<file path="src/rtl/branch_predict_cnt_pkg.sv">
// Shared encodings for the branch predictor: jump/branch types, next-PC select
// and the reset value of each 2-bit history counter.
package branch_predict_cnt_pkg;

  typedef enum logic [1:0] {
    J_NONE   = 2'b00,
    J_JAL    = 2'b01,
    J_JALR   = 2'b10,
    J_BRANCH = 2'b11
  } j_type_e;

  typedef enum logic [2:0] {
    BT_BEQ  = 3'b000,
    BT_BNE  = 3'b001,
    BT_RSV2 = 3'b010,
    BT_RSV3 = 3'b011,
    BT_BLT  = 3'b100,
    BT_BGE  = 3'b101,
    BT_BLTU = 3'b110,
    BT_BGEU = 3'b111
  } branch_t_e;

  typedef enum logic [1:0] {
    PC_SEQ     = 2'b00,
    PC_TGT     = 2'b01,
    PC_JALR    = 2'b10,
    PC_RECOVER = 2'b11
  } pc_sel_e;

  // Weakly not-taken: one taken outcome flips the prediction.
  localparam logic [1:0] WNT = 2'b01;

  typedef struct packed {
    logic    flush;
    pc_sel_e pc_sel;
    logic    mispredict;
  } resolve_t;

endpackage

</file>
<file path="src/rtl/sat_counter2.sv">
// 2-bit saturating up/down counter; one per branch-history entry.
module sat_counter2
  import branch_predict_cnt_pkg::*;
(
  input  logic       clk,
  input  logic       rst,
  input  logic       en,
  input  logic       up,
  output logic [1:0] state
);

  always_ff @(posedge clk or posedge rst) begin
    if (rst) begin
      state <= WNT;
    end else if (en) begin
      if (up && state != 2'b11)
        state <= state + 2'd1;
      else if (!up && state != 2'b00)
        state <= state - 2'd1;
    end
  end

endmodule

</file>
<file path="src/rtl/branch_predict_cnt.sv">
// Bimodal branch predictor with EX-stage resolution, flush/next-PC select
// and a saturating mispredict counter.
module branch_predict_cnt
  import branch_predict_cnt_pkg::*;
#(
  parameter int   DEPTH  = 64,
  parameter int   PC_W   = 32,
  parameter int   STAT_W = 16,
  localparam int  IDX_W  = $clog2(DEPTH)
) (
  input  logic              clk,
  input  logic              rst,
  input  logic [PC_W-1:0]   if_pc,
  output logic              pred_taken,
  input  logic              ex_valid,
  input  logic [PC_W-1:0]   ex_pc,
  input  logic              ex_pred,
  input  logic [1:0]        j_type,
  input  logic [2:0]        branch_t,
  input  logic              zero,
  input  logic              sign_bit,
  input  logic              carry,
  output logic              flush,
  output logic [1:0]        pc_sel,
  output logic [STAT_W-1:0] mispredict_cnt
);

  function automatic logic branch_taken(input logic [2:0] bt, input logic z,
                                        input logic s, input logic c);
    logic t;
    case (branch_t_e'(bt))
      BT_BEQ:  t = z;
      BT_BNE:  t = ~z;
      BT_BLT:  t = s;
      BT_BGE:  t = ~s;
      BT_BLTU: t = c;
      BT_BGEU: t = ~c;
      default: t = 1'b0;
    endcase
    return t;
  endfunction

  logic [DEPTH-1:0][1:0] ctr;
  logic [IDX_W-1:0]      if_idx, ex_idx;
  logic                  taken, upd_en;
  resolve_t              res;
  logic                  unused_pc;

  // Word-aligned PCs: bits [1:0] never select an entry.
  assign if_idx    = if_pc[IDX_W+1:2];
  assign ex_idx    = ex_pc[IDX_W+1:2];
  assign unused_pc = ^{if_pc, ex_pc};

  assign taken  = branch_taken(branch_t, zero, sign_bit, carry);
  assign upd_en = ex_valid && (j_type_e'(j_type) == J_BRANCH);

  // No read/write bypass: the prediction always reflects the registered state.
  assign pred_taken = ~rst & ctr[if_idx][1];

  for (genvar i = 0; i < DEPTH; i++) begin : g_ctr
    sat_counter2 u_ctr (
      .clk   (clk),
      .rst   (rst),
      .en    (upd_en && (ex_idx == IDX_W'(i))),
      .up    (taken),
      .state (ctr[i])
    );
  end

  always_comb begin
    res = '{flush: 1'b0, pc_sel: PC_SEQ, mispredict: 1'b0};
    if (ex_valid && !rst) begin
      case (j_type_e'(j_type))
        J_JAL: begin
          res.flush  = 1'b1;
          res.pc_sel = PC_TGT;
        end
        J_JALR: begin
          res.flush  = 1'b1;
          res.pc_sel = PC_JALR;
        end
        J_BRANCH: begin
          if (taken != ex_pred) begin
            res.flush      = 1'b1;
            res.mispredict = 1'b1;
            res.pc_sel     = taken ? PC_TGT : PC_RECOVER;
          end
        end
        default: ;
      endcase
    end
  end

  assign flush  = res.flush;
  assign pc_sel = res.pc_sel;

  always_ff @(posedge clk or posedge rst) begin
    if (rst)
      mispredict_cnt <= '0;
    else if (res.mispredict && mispredict_cnt != '1)
      mispredict_cnt <= mispredict_cnt + 1'b1;
  end

endmodule

</file>
<file path="config.mk">
export PLATFORM = sky130hd
export DESIGN_NAME = branch_predict_cnt
export DESIGN_NICKNAME = d
export VERILOG_FILES = /design/src/rtl/branch_predict_cnt_pkg.sv /design/src/rtl/sat_counter2.sv /design/src/rtl/branch_predict_cnt.sv
export SDC_FILE = /design/constraint.sdc
export NUM_CORES = 1
export LEC_CHECK = 0
export CAP_MARGIN = 10
export CORE_UTILIZATION = 52
export CTS_CLUSTER_SIZE = 40
export DETAILED_ROUTE_END_ITERATION = 16
export GPL_TIMING_DRIVEN = 0
export HOLD_SLACK_MARGIN = 0.05
export PLACE_DENSITY = 0.81
export SLEW_MARGIN = 20
export SYNTH_ARGS = -nofsm -noshare
export SYNTH_HDL_FRONTEND = slang
export SYNTH_HIERARCHICAL = 1
export SYNTH_SLANG_ARGS = --single-unit
</file>
<file path="constraint.sdc">
create_clock -name clk -period 2.1 [get_ports clk]
set_input_delay 0.42 -clock clk [delete_from_list [all_inputs] [get_ports clk]]
set_output_delay 0.42 -clock clk [all_outputs]
set_load 0.02 [all_outputs]
</file>
==> flow_summary.json <==
{
  "ys_warn_count": 6,
  "path_buf_inv": 1,
  "timing.reg2reg.setup_slack_ns": 0.08,
  "required_ns": 1.68,
  "finClkSkew_ns": 0.00595,
  "power.clock.fraction": 0.458,
  "critPathMaxFanout": 3,
  "arrival_ns": 2.24,
  "place_hpwl_um": 14900,
  "synth_ff_type": "dfrtp_1",
  "period_minus_slack_ns": 2.66,
  "final_util": 0.639,
  "finalWirelength_um": 22100,
  "grt_pass1_vias": 7385,
  "worst_slack_ns": -0.563,
  "drc_errors": 0,
  "dieHeight_um": 136,
  "placed_area_mm2": 0.0102,
  "initial_core_util": 0.537,
  "p_int_mw": 5.07,
  "drv_slew": 0,
  "cts_tree": "built",
  "vias_per_cell": 5.70,
  "switching_share": 0.262,
  "area_delta_synth_final_pct": 19.2,
  "post-route-period-util": 1.27,
  "final_area_mm2": 0.0112,
  "grt_max_degree": 51,
  "irDropWorstVdd_v": 0.000627,
  "most-common-layout-cells": "inv_1 (195), dfrtp_1 (80), mux2i_1 (71), nand3b_1 (69), nor2b_1 (68)",
  "power_density_mw_per_mm2": 615,
  "h-tree-depth": 4,
  "crit_family": "multiplexers",
  "syn_inst": 994,
  "synthArstFlopShare": 1.00,
  "r2r_end": "mispredict_cnt[5]",
  "clock_latency_ns": 0.43,
  "io_buffers": 38,
  "worst_pin_slew_ns": 0.566,
  "setup_viol": 1,
  "synth_top_area_frac": 0.214,
  "cp_cell_sequence": "mux4_2 -> mux2i_1 -> a211oi_1 -> a311oi_1 -> o32ai_2 -> buf_4",
  "grt.overflow.total": 0,
  "hold_viol": 0,
  "hp-class": "input port to asynchronous set/reset pin",
  "num_rows": 48,
  "r2r_start": "mispredict_cnt[0]",
  "gp_congestion": 0.780,
  "max_cap_viol_count": 0,
  "fp.coreArea_mm2": 0.0175,
  "grt_usage": 0.251,
  "dieArea_mm2": 0.0186,
  "slew-limit-headroom": 0.623,
  "io_pins": 96,
  "drtIter0Drc": 528,
  "firstDrtPassIters": 5,
  "vias": 7502,
  "critPathLaunchType": "register",
  "outcome": "finished, violations left",
  "cp_slowest_stage_delay_ns": 0.53,
  "mostFrequentLayoutCell": "inv_1",
  "cts_buffers": 17,
  "die_w_um": 136,
  "path_clk_slew_ns": 0.06,
  "ant_nets": 0,
  "clockBufferDepth": 2,
  "layout-drive-gt1-share": 0.258,
  "violations": "negative setup slack",
  "fmax_mhz": 376,
  "critPathCaptureType": "primary output",
  "p_comb_frac": 0.124,
  "grt_antenna_before_repair": 2,
  "ys_seq_elements": 144,
  "switchingPower_mw": 1.80,
  "yosysSeqAreaShare": 0.393,
  "power_frac_seq": 0.418,
  "clock-sinks": 144,
  "critical_path_class": "register to primary output",
  "slowest_stage": "mux4_2",
  "p_leak_nw": 5.84,
  "yosysUniqueCellTypes": 38,
  "synth_area_per_cell_um2": 9.43,
  "fin_nets": 1153,
  "drt-wirelength-per-cell_um": 16.8,
  "grt_pass1_wl_um": 36000,
  "synth_area_leader_cell": "dfrtp_1",
  "reg2reg_depth": 7,
  "root_buffer": "clkbuf_16",
  "syn_area_mm2": 0.00938,
  "ys_top_cells_by_area": "dfrtp_1 (21%), dfstp_2 (18%), o211ai_2 (8.5%)",
  "synth_edf_count": 0,
  "grt_setup_unrepaired": "true",
  "synth_nets": 1072
}
power groups by stage:
stage	Sequential (mW)	Clock, mW	Combinational, mW
2_1_floorplan	2.94	0	0.447
3_3_place_gp	2.92	0	0.730
3_5_place_dp	2.92	0	0.796
4_1_cts	2.87	3.18	0.834
5_1_grt	2.88	3.30	0.920
6_report	2.87	3.15	0.849
stage by stage:
step                      std cells  setup slack [ns]  power [mW]  TNS [ns]  hold slack (ns)
after global routing           1315            -0.640        7.11     -1.17            0.104
after CTS                      1309            -0.552        6.89    -0.558           0.0869
after global placement         1257             -3.74        3.65   -614.24            0.468
after floorplan                 994             -1.90        3.39   -237.24            0.160
final                          1315            -0.563        6.87    -0.563           0.0843
after detailed placement       1264             -1.08        3.71   -115.17            0.469
worst min-delay path, stage by stage:
cell	delay [ns]
buf_4	0.14
buf_12	0.18
inv_1	0.10
repair_timing:
action / in CTS / in global routing
endpoints found under the setup margin: 144 / 83
buffers inserted: 11 / 5
pin swaps: 7 / 10
hold buffers: 1 / 0
gates resized for setup: 61 / 45
endpoints found under the hold margin: 25 / 0
cloned: 1 / 0
cell usage after synthesis, drive strengths merged, types with 15 or more instances:
master,count
nor2b,68
nand3,15
nand2,24
nand3b,69
mux2i,74
inv,197
dfstp,64
dfrtp,80
o22ai,64
a21oi,66
or2b,64
o211ai,65
nor2,70
how the worst max path moves through the flow:
stage	start	endpoint	slack, ns	cells past startpoint
floorplan	branch_t[1]	g_ctr[0].u_ctr/state[0]	-1.90	7
global placement	rst	pred_taken	-3.74	5
detailed placement	if_pc[4]	pred_taken	-1.08	8
CTS	g_ctr[47].u_ctr/state[1]	pred_taken	-0.55	6
global route	g_ctr[38].u_ctr/state[1]	pred_taken	-0.64	6
finish	g_ctr[38].u_ctr/state[1]	pred_taken	-0.56	6
logic make-up (layout without fill, tap and decap cells):
kind of cell / count (synthesis) / in the layout / share of synthesized area
AOI/OAI and AO/OA: 204 / 204 / 0.174
other: 0 / 2 / 0
DFF: 144 / 144 / 0.393
muxes: 89 / 89 / 0.114
xor gates and xnor gates: 17 / 17 / 0.0159
and+or+nand+nor: 328 / 328 / 0.214
adders and majority gates: 2 / 2 / 0.00267
buffers and inverters: 210 / 304 / 0.0863
state kept, by name, summed over array words and instances, names as in the netlist:
signal	cells
mispredict_cnt	16
g_ctr.u_ctr/state	128
cell type report:
cell class	count	area (µm²)
Antenna cell	2	5.00
Buffer	12	108
Clock buffer	19	453
Clock inverter	13	160
Fill cell	1364	6300
Inverter	197	747
Multi-Input combinational cell	640	5080
Sequential cell	144	3680
Tap cell	225	282
Timing Repair Buffer	62	651
Timing Repair inverter	1	5.00
per-layer routing:
metal	GRT usage	share of wire	wire length (µm)	vias to the layer above
met5	0	0	0	-
met4	0.104	0.027	591	0
met3	0.0481	0.049	1070	53
met2	0.424	0.50	11000	194
met1	0.314	0.43	9450	3686
li1	-	-	-	3569
No activity file was read; power rests on OpenSTA's default activity.
==> RTL change 1: new RTL, same settings <==
Reset style: synchronous (`rst`), changed in 2 clocked blocks.
--- a/src/rtl/sat_counter2.sv
+++ b/src/rtl/sat_counter2.sv
@@ -9,7 +9,7 @@
   output logic [1:0] state
 );
 
-  always_ff @(posedge clk or posedge rst) begin
+  always_ff @(posedge clk) begin
     if (rst) begin
       state <= WNT;
     end else if (en) begin
--- a/src/rtl/branch_predict_cnt.sv
+++ b/src/rtl/branch_predict_cnt.sv
@@ -94,7 +94,7 @@
   assign flush  = res.flush;
   assign pc_sel = res.pc_sel;
 
-  always_ff @(posedge clk or posedge rst) begin
+  always_ff @(posedge clk) begin
     if (rst)
       mispredict_cnt <= '0;
     else if (res.mispredict && mispredict_cnt != '1)
Check against the original RTL: not equivalent (Yosys sat finds a counterexample within 4 cycles, from zero or initial values and one cycle with rst high; the reset may be asserted at any time).
==> RTL change 1 against the original RTL <==
  * The flow still finishes with violations (setup timing)
  * Worst setup slack gained 0.059 ns
  * Power is 0.54% lower
  * Sequential cell count did not move
  * Die area fell by 5.6%
  * Global-route usage increased by 0.054 points
  * Cell area down 2.4%
  * Synthesized area shrank 5.7%
  * Routed wire length grew 1.1%
==> RTL change 1: results (changes against the original RTL) <==
| Metric | Value |
|---|---|
| Inserted Diodes | `0 (-2)` |
| Fin nets | `1168 (+1.3%)` |
| Post-synth net total | `1087 (+1.4%)` |
| Worst setup path startpoint | `if_pc[6]` |
| Violated checks | `setup timing` |
| Netlist cell types | `39 (+2.6%)` |
| Initial antenna violation count | `0 (-2)` |
| CTS clk-pin slew, worst paths | `0.05 ns` |
| Clock latency at the later pin of the worst-skew pair | `0.43 ns (about the same)` |
| CTS max path bufs | `2 (unchanged)` |
| Register area share after synthesis | `32.61% (-6.7 points)` |
| Final WL | `22.35 mm (+1.1%)` |
| Post-Place Worst Slack | `-1.528 ns (-0.4458 ns)` |
| Type of the most critical hold path | `input pin to flip-flop` |
| Reg-to-Reg Start | `mispredict_cnt[0]` |
| Commonest cells post-synth | `nor2_1 (209), dfxtp_1 (144), nand2_1 (86)` |
| FF-to-FF setup slack | `0.27 ns (+0.19 ns)` |
| GP Congestion | `0.7848 (+0.56%)` |
| Fillcell total | `1258 (-7.8%)` |
| Worst clock skew | `0.005628 ns (-0.0003202 ns)` |
| Status | `finished, violations left` |
| Pin count of the biggest net entering global routing | `82 (+61%)` |
| First-pass GRT wire length | `35.74 mm (-0.61%)` |
| Worst vdd ir | `0.6167 mV (-1.6%)` |
| Drt initial violations | `632 (+20%)` |
| Total leakage power | `3.901 nW (-33%)` |
| Async SR Flop Fraction | `0% (-100 points)` |
| Fin worst setup slack | `-0.5044 ns (+0.05868 ns)` |
| Worst Path Arrival | `2.18 ns (-0.06 ns)` |
| Vias in the first global route | `7274 (-1.5%)` |
| Port bufs | `40 (+5.3%)` |
| Ys flop type | `dfxtp_1` |
| DP HPWL | `13.91 mm (-6.5%)` |
| Setup TNS | `-0.5570 ns (+0.006058 ns)` |
| DP Area | `9772 um2 (-4.5%)` |
| Largest cells by area after synthesis | `dfxtp_1 (33%), a211oi_2 (9.1%), nor3b_2 (9.1%)` |
| Worst Path Max Fanout | `6 (+3)` |
| Yosys warns | `6 (unchanged)` |
| Min Hold Slack | `0.3676 ns (+0.2833 ns)` |
| Setup Viol. Count Final | `2 (+1)` |
| Slowest CP cell | `clkbuf_1` |
| Vias per cell | `6.082 (+6.6%)` |
| Share of cells above drive strength 1 | `35.99% (+10 points)` |
| All-layer global routing usage | `25.17% (+0.054 points)` |
| CP peak stage delay | `0.47 ns (-0.06 ns)` |
| Worst relative slew slack | `58.35% (-3.9 points)` |
-- RTL change 1: stage by stage --
| step | instances | utilization, % |
|---|---|---|
| 2_1_floorplan | 1009 | - |
| 3_3_place_gp | 1269 | 57.82 |
| 3_5_place_dp | 1276 | 58.93 |
| 4_1_cts | 1318 | 63.97 |
| 5_1_grt | 1323 | 65.81 |
| 6_report | 1323 | 65.81 |
-- RTL change 1: timing repair --
item,4_1_cts,5_1_grt
hold buffers,0,0
endpoints found under the hold margin,0,0
setup buffers,9,4
pin swaps,6,10
endpoints found under the setup margin,148,126
cloned,2,1
resized for setup,91,85
-- RTL change 1: per-layer routing --
layer  wire length, um  track usage (%)  vias to the layer above
met5                 0                0                        -
met4               505            11.05                        0
met3              1246            4.844                       41
met2             10860            40.41                      251
met1              9735            32.87                     3867
li1                  -                -                     3887
-- RTL change 1: logic make-up (layout without fill, tap and decap cells) --
group	after synthesis	after routing	synth area share (%)
AO/OA/AOI/OAI	272	272	26.04
XOR/XNOR	14	14	1.387
adder cells (fa/ha/maj)	2	2	0.2830
buffers and inverters	18	112	1.019
flip-flops	144	144	32.61
multiplexers	31	31	6.128
AND/OR/NAND/NOR	528	528	32.54
-- RTL change 1: where the power goes --
part | switching (mW) | total (mW) | internal [mW] | leakage [nW]
sequential | 0.0803 | 2.89 | 2.81 | 1.17
combinational | 0.493 | 0.917 | 0.424 | 2.44
clock | 1.16 | 3.02 | 1.86 | 0.292
-- RTL change 1: cell type report --
| class | instances | area, um2 | share of cell area [%] |
|---|---|---|---|
| flip-flops and latches | 144 | 2908 | 26.65 |
| clock inverters | 10 | 108.9 | 0.9975 |
| plain buffers | 13 | 128.9 | 1.181 |
| well taps | 220 | 275.3 | 2.522 |
| repair buffers | 63 | 772.0 | 7.074 |
| clock buffers | 22 | 484.2 | 4.437 |
| multi-input cells | 847 | 6217 | 56.97 |
| inverters | 4 | 18.77 | 0.1720 |
-- RTL change 1: worst paths after layout --
| kind | endpoint | depth (start not counted) |
|---|---|---|
| min | g_ctr[23].u_ctr/state[1] | 2 |
| min reg2reg | mispredict_cnt[2] | 1 |
| max | pred_taken | 7 |
| max reg2reg | mispredict_cnt[15] | 7 |
==> RTL change 2: new RTL, same settings <==
Without the edit above. Change the parameter `STAT_W` from 16 to 32.
--- a/src/rtl/branch_predict_cnt.sv
+++ b/src/rtl/branch_predict_cnt.sv
@@ -5,7 +5,7 @@
 #(
   parameter int   DEPTH  = 64,
   parameter int   PC_W   = 32,
-  parameter int   STAT_W = 16,
+  parameter int   STAT_W = 32,
   localparam int  IDX_W  = $clog2(DEPTH)
 ) (
   input  logic              clk,
Ports: changed (resized mispredict_cnt); port bits go from 96 to 112. No check against the original RTL was run, so the function may have changed too.
==> RTL change 2 against the original RTL <==
  * The flow still finishes with violations (setup timing)
  * Worst setup slack lost 0.038 ns
  * Combinational power increased by 4.1%
  * Routed wire length rose by 5.5%
  * Synthesized area rose by 7.8%
  * Sequential cell count rose by 16
  * Cell area up 11%
  * Power grew 9.4%
  * Critical endpoint unchanged
  * Largest power group unchanged
  * Highest routed layer unchanged
==> RTL change 2: results (changes against the original RTL) <==
| Metric | Value |
|---|---|
| Setup TNS | `-2.726 ns (-2.163 ns)` |
| Min Hold Slack | `0.05364 ns (-0.03063 ns)` |
| Register area share after synthesis | `40.40% (+1.1 points)` |
| Met1 usage | `29.12% (-2.3 points)` |
| Largest regs | `g_ctr.u_ctr/state (128), mispredict_cnt (32)` |
| Post-synth net total | `1129 (+5.3%)` |
| Multi-input logic cell count | `682 (+6.6%)` |
| Post-Place Worst Slack | `-1.424 ns (-0.3411 ns)` |
| Share of cells above drive strength 1 | `24.47% (-1.4 points)` |
| Fraction of area in multi-input gates | `44.86% (-0.62 points)` |
| First-pass GRT wire length | `36.95 mm (+2.7%)` |
| Initial antenna violation count | `0 (-2)` |
| GP Congestion | `0.7693 (-1.4%)` |
| Met3 WL | `774 um (-28%)` |
| Synth Area per Inst | `9.619 um2 (+2.0%)` |
| Drt initial violations | `531 (+0.57%)` |
| Fin nets | `1234 (+7.0%)` |
| Final WL | `23.31 mm (+5.5%)` |
| DR WL met2 | `12.06 mm (+9.8%)` |
| Setup Viol. Count Final | `21 (+20)` |
| Signal buffers share of area | `8.174% (+1.4 points)` |
| Synth Area in Compound Gates | `15.84% (-1.6 points)` |
| DP HPWL | `15.31 mm (+2.9%)` |
| Netlist cell types | `45 (+18%)` |
| Fin worst setup slack | `-0.6008 ns (-0.03776 ns)` |
| Reg2reg end | `mispredict_cnt[31]` |
| Inserted Diodes | `0 (-2)` |
| ClkCell Share | `5.226% (-0.26 points)` |
| Post-route met1 wirelength | `10.20 mm (+8.0%)` |
| Clock Power | `3.45 mW (+9.5%)` |
| Status | `finished, violations left` |
| Worst Path Arrival | `2.28 ns (+0.04 ns)` |
| Count of plain and timing-repair buffers | `97 (+31%)` |
| Sw power | `2.022 mW (+12%)` |
| Fillcell total | `1493 (+9.5%)` |
| Commonest cells post-synth | `inv_1 (198), dfrtp_1 (96), mux2i_1 (75)` |
| Largest cells by area after synthesis | `dfrtp_1 (24%), dfstp_2 (17%), o211ai_2 (7.9%)` |
| Total leakage power | `6.375 nW (+9.1%)` |
| Cells on worst reg2reg path | `6 (-1)` |
| Num sequential | `160 (+11%)` |
| Worst vdd ir | `0.6686 mV (+6.7%)` |
| Vias per cell | `5.568 (-2.4%)` |
| Violated checks | `setup timing` |
| Post-synthesis adder-cell area fraction | `0.2475% (-0.019 points)` |
| Vias in the first global route | `7709 (+4.4%)` |
[RTL change 2: cell count changes after synthesis, sizes merged, moves of 3 or more]
cell | unedited run | this run
dfrtp | 80 | 96
nand3 | 15 | 25
xnor2 | 14 | 23
xor2 | 3 | 10
and3 | 1 | 7
nand4 | 7 | 13
nand2 | 24 | 19
nand3b | 69 | 65
mux4 | 14 | 17
[RTL change 2: timing repair]
| action | CTS | global route |
|---|---|---|
| buffers inserted | 9 | 15 |
| pin swaps | 12 | 29 |
| gates cloned | 0 | 0 |
| hold buffers | 1 | 0 |
| hold endpoints to repair | 31 | 0 |
| setup endpoints to repair | 76 | 110 |
| resized for setup | 63 | 46 |
[RTL change 2: worst max path at each step]
stage	start	endpoint	slack, ns
floorplan	branch_t[2]	g_ctr[0].u_ctr/state[0]	-1.91
global placement	rst	pred_taken	-4.36
detailed placement	if_pc[4]	pred_taken	-1.42
CTS	g_ctr[27].u_ctr/state[1]	pred_taken	-0.61
global route	g_ctr[27].u_ctr/state[1]	pred_taken	-0.64
finish	g_ctr[27].u_ctr/state[1]	pred_taken	-0.60
[RTL change 2: metrics by stage]
| stage | total power [mW] | area [um2] |
|---|---|---|
| 3_3_place_gp | 3.970 | 11140 |
| 6_report | 7.515 | 12350 |
| 2_1_floorplan | 3.707 | 10250 |
| 5_1_grt | 7.739 | 12350 |
| 3_5_place_dp | 4.029 | 11280 |
| 4_1_cts | 7.481 | 12090 |
[RTL change 2: worst max-delay path, cell delays in order (launching register included)]
cell and delay [ns]:
dfrtp_1 0.41, mux4_2 0.49, mux4_2 0.53, nor2b_4 0.15, o32ai_4 0.11, buf_6 0.16
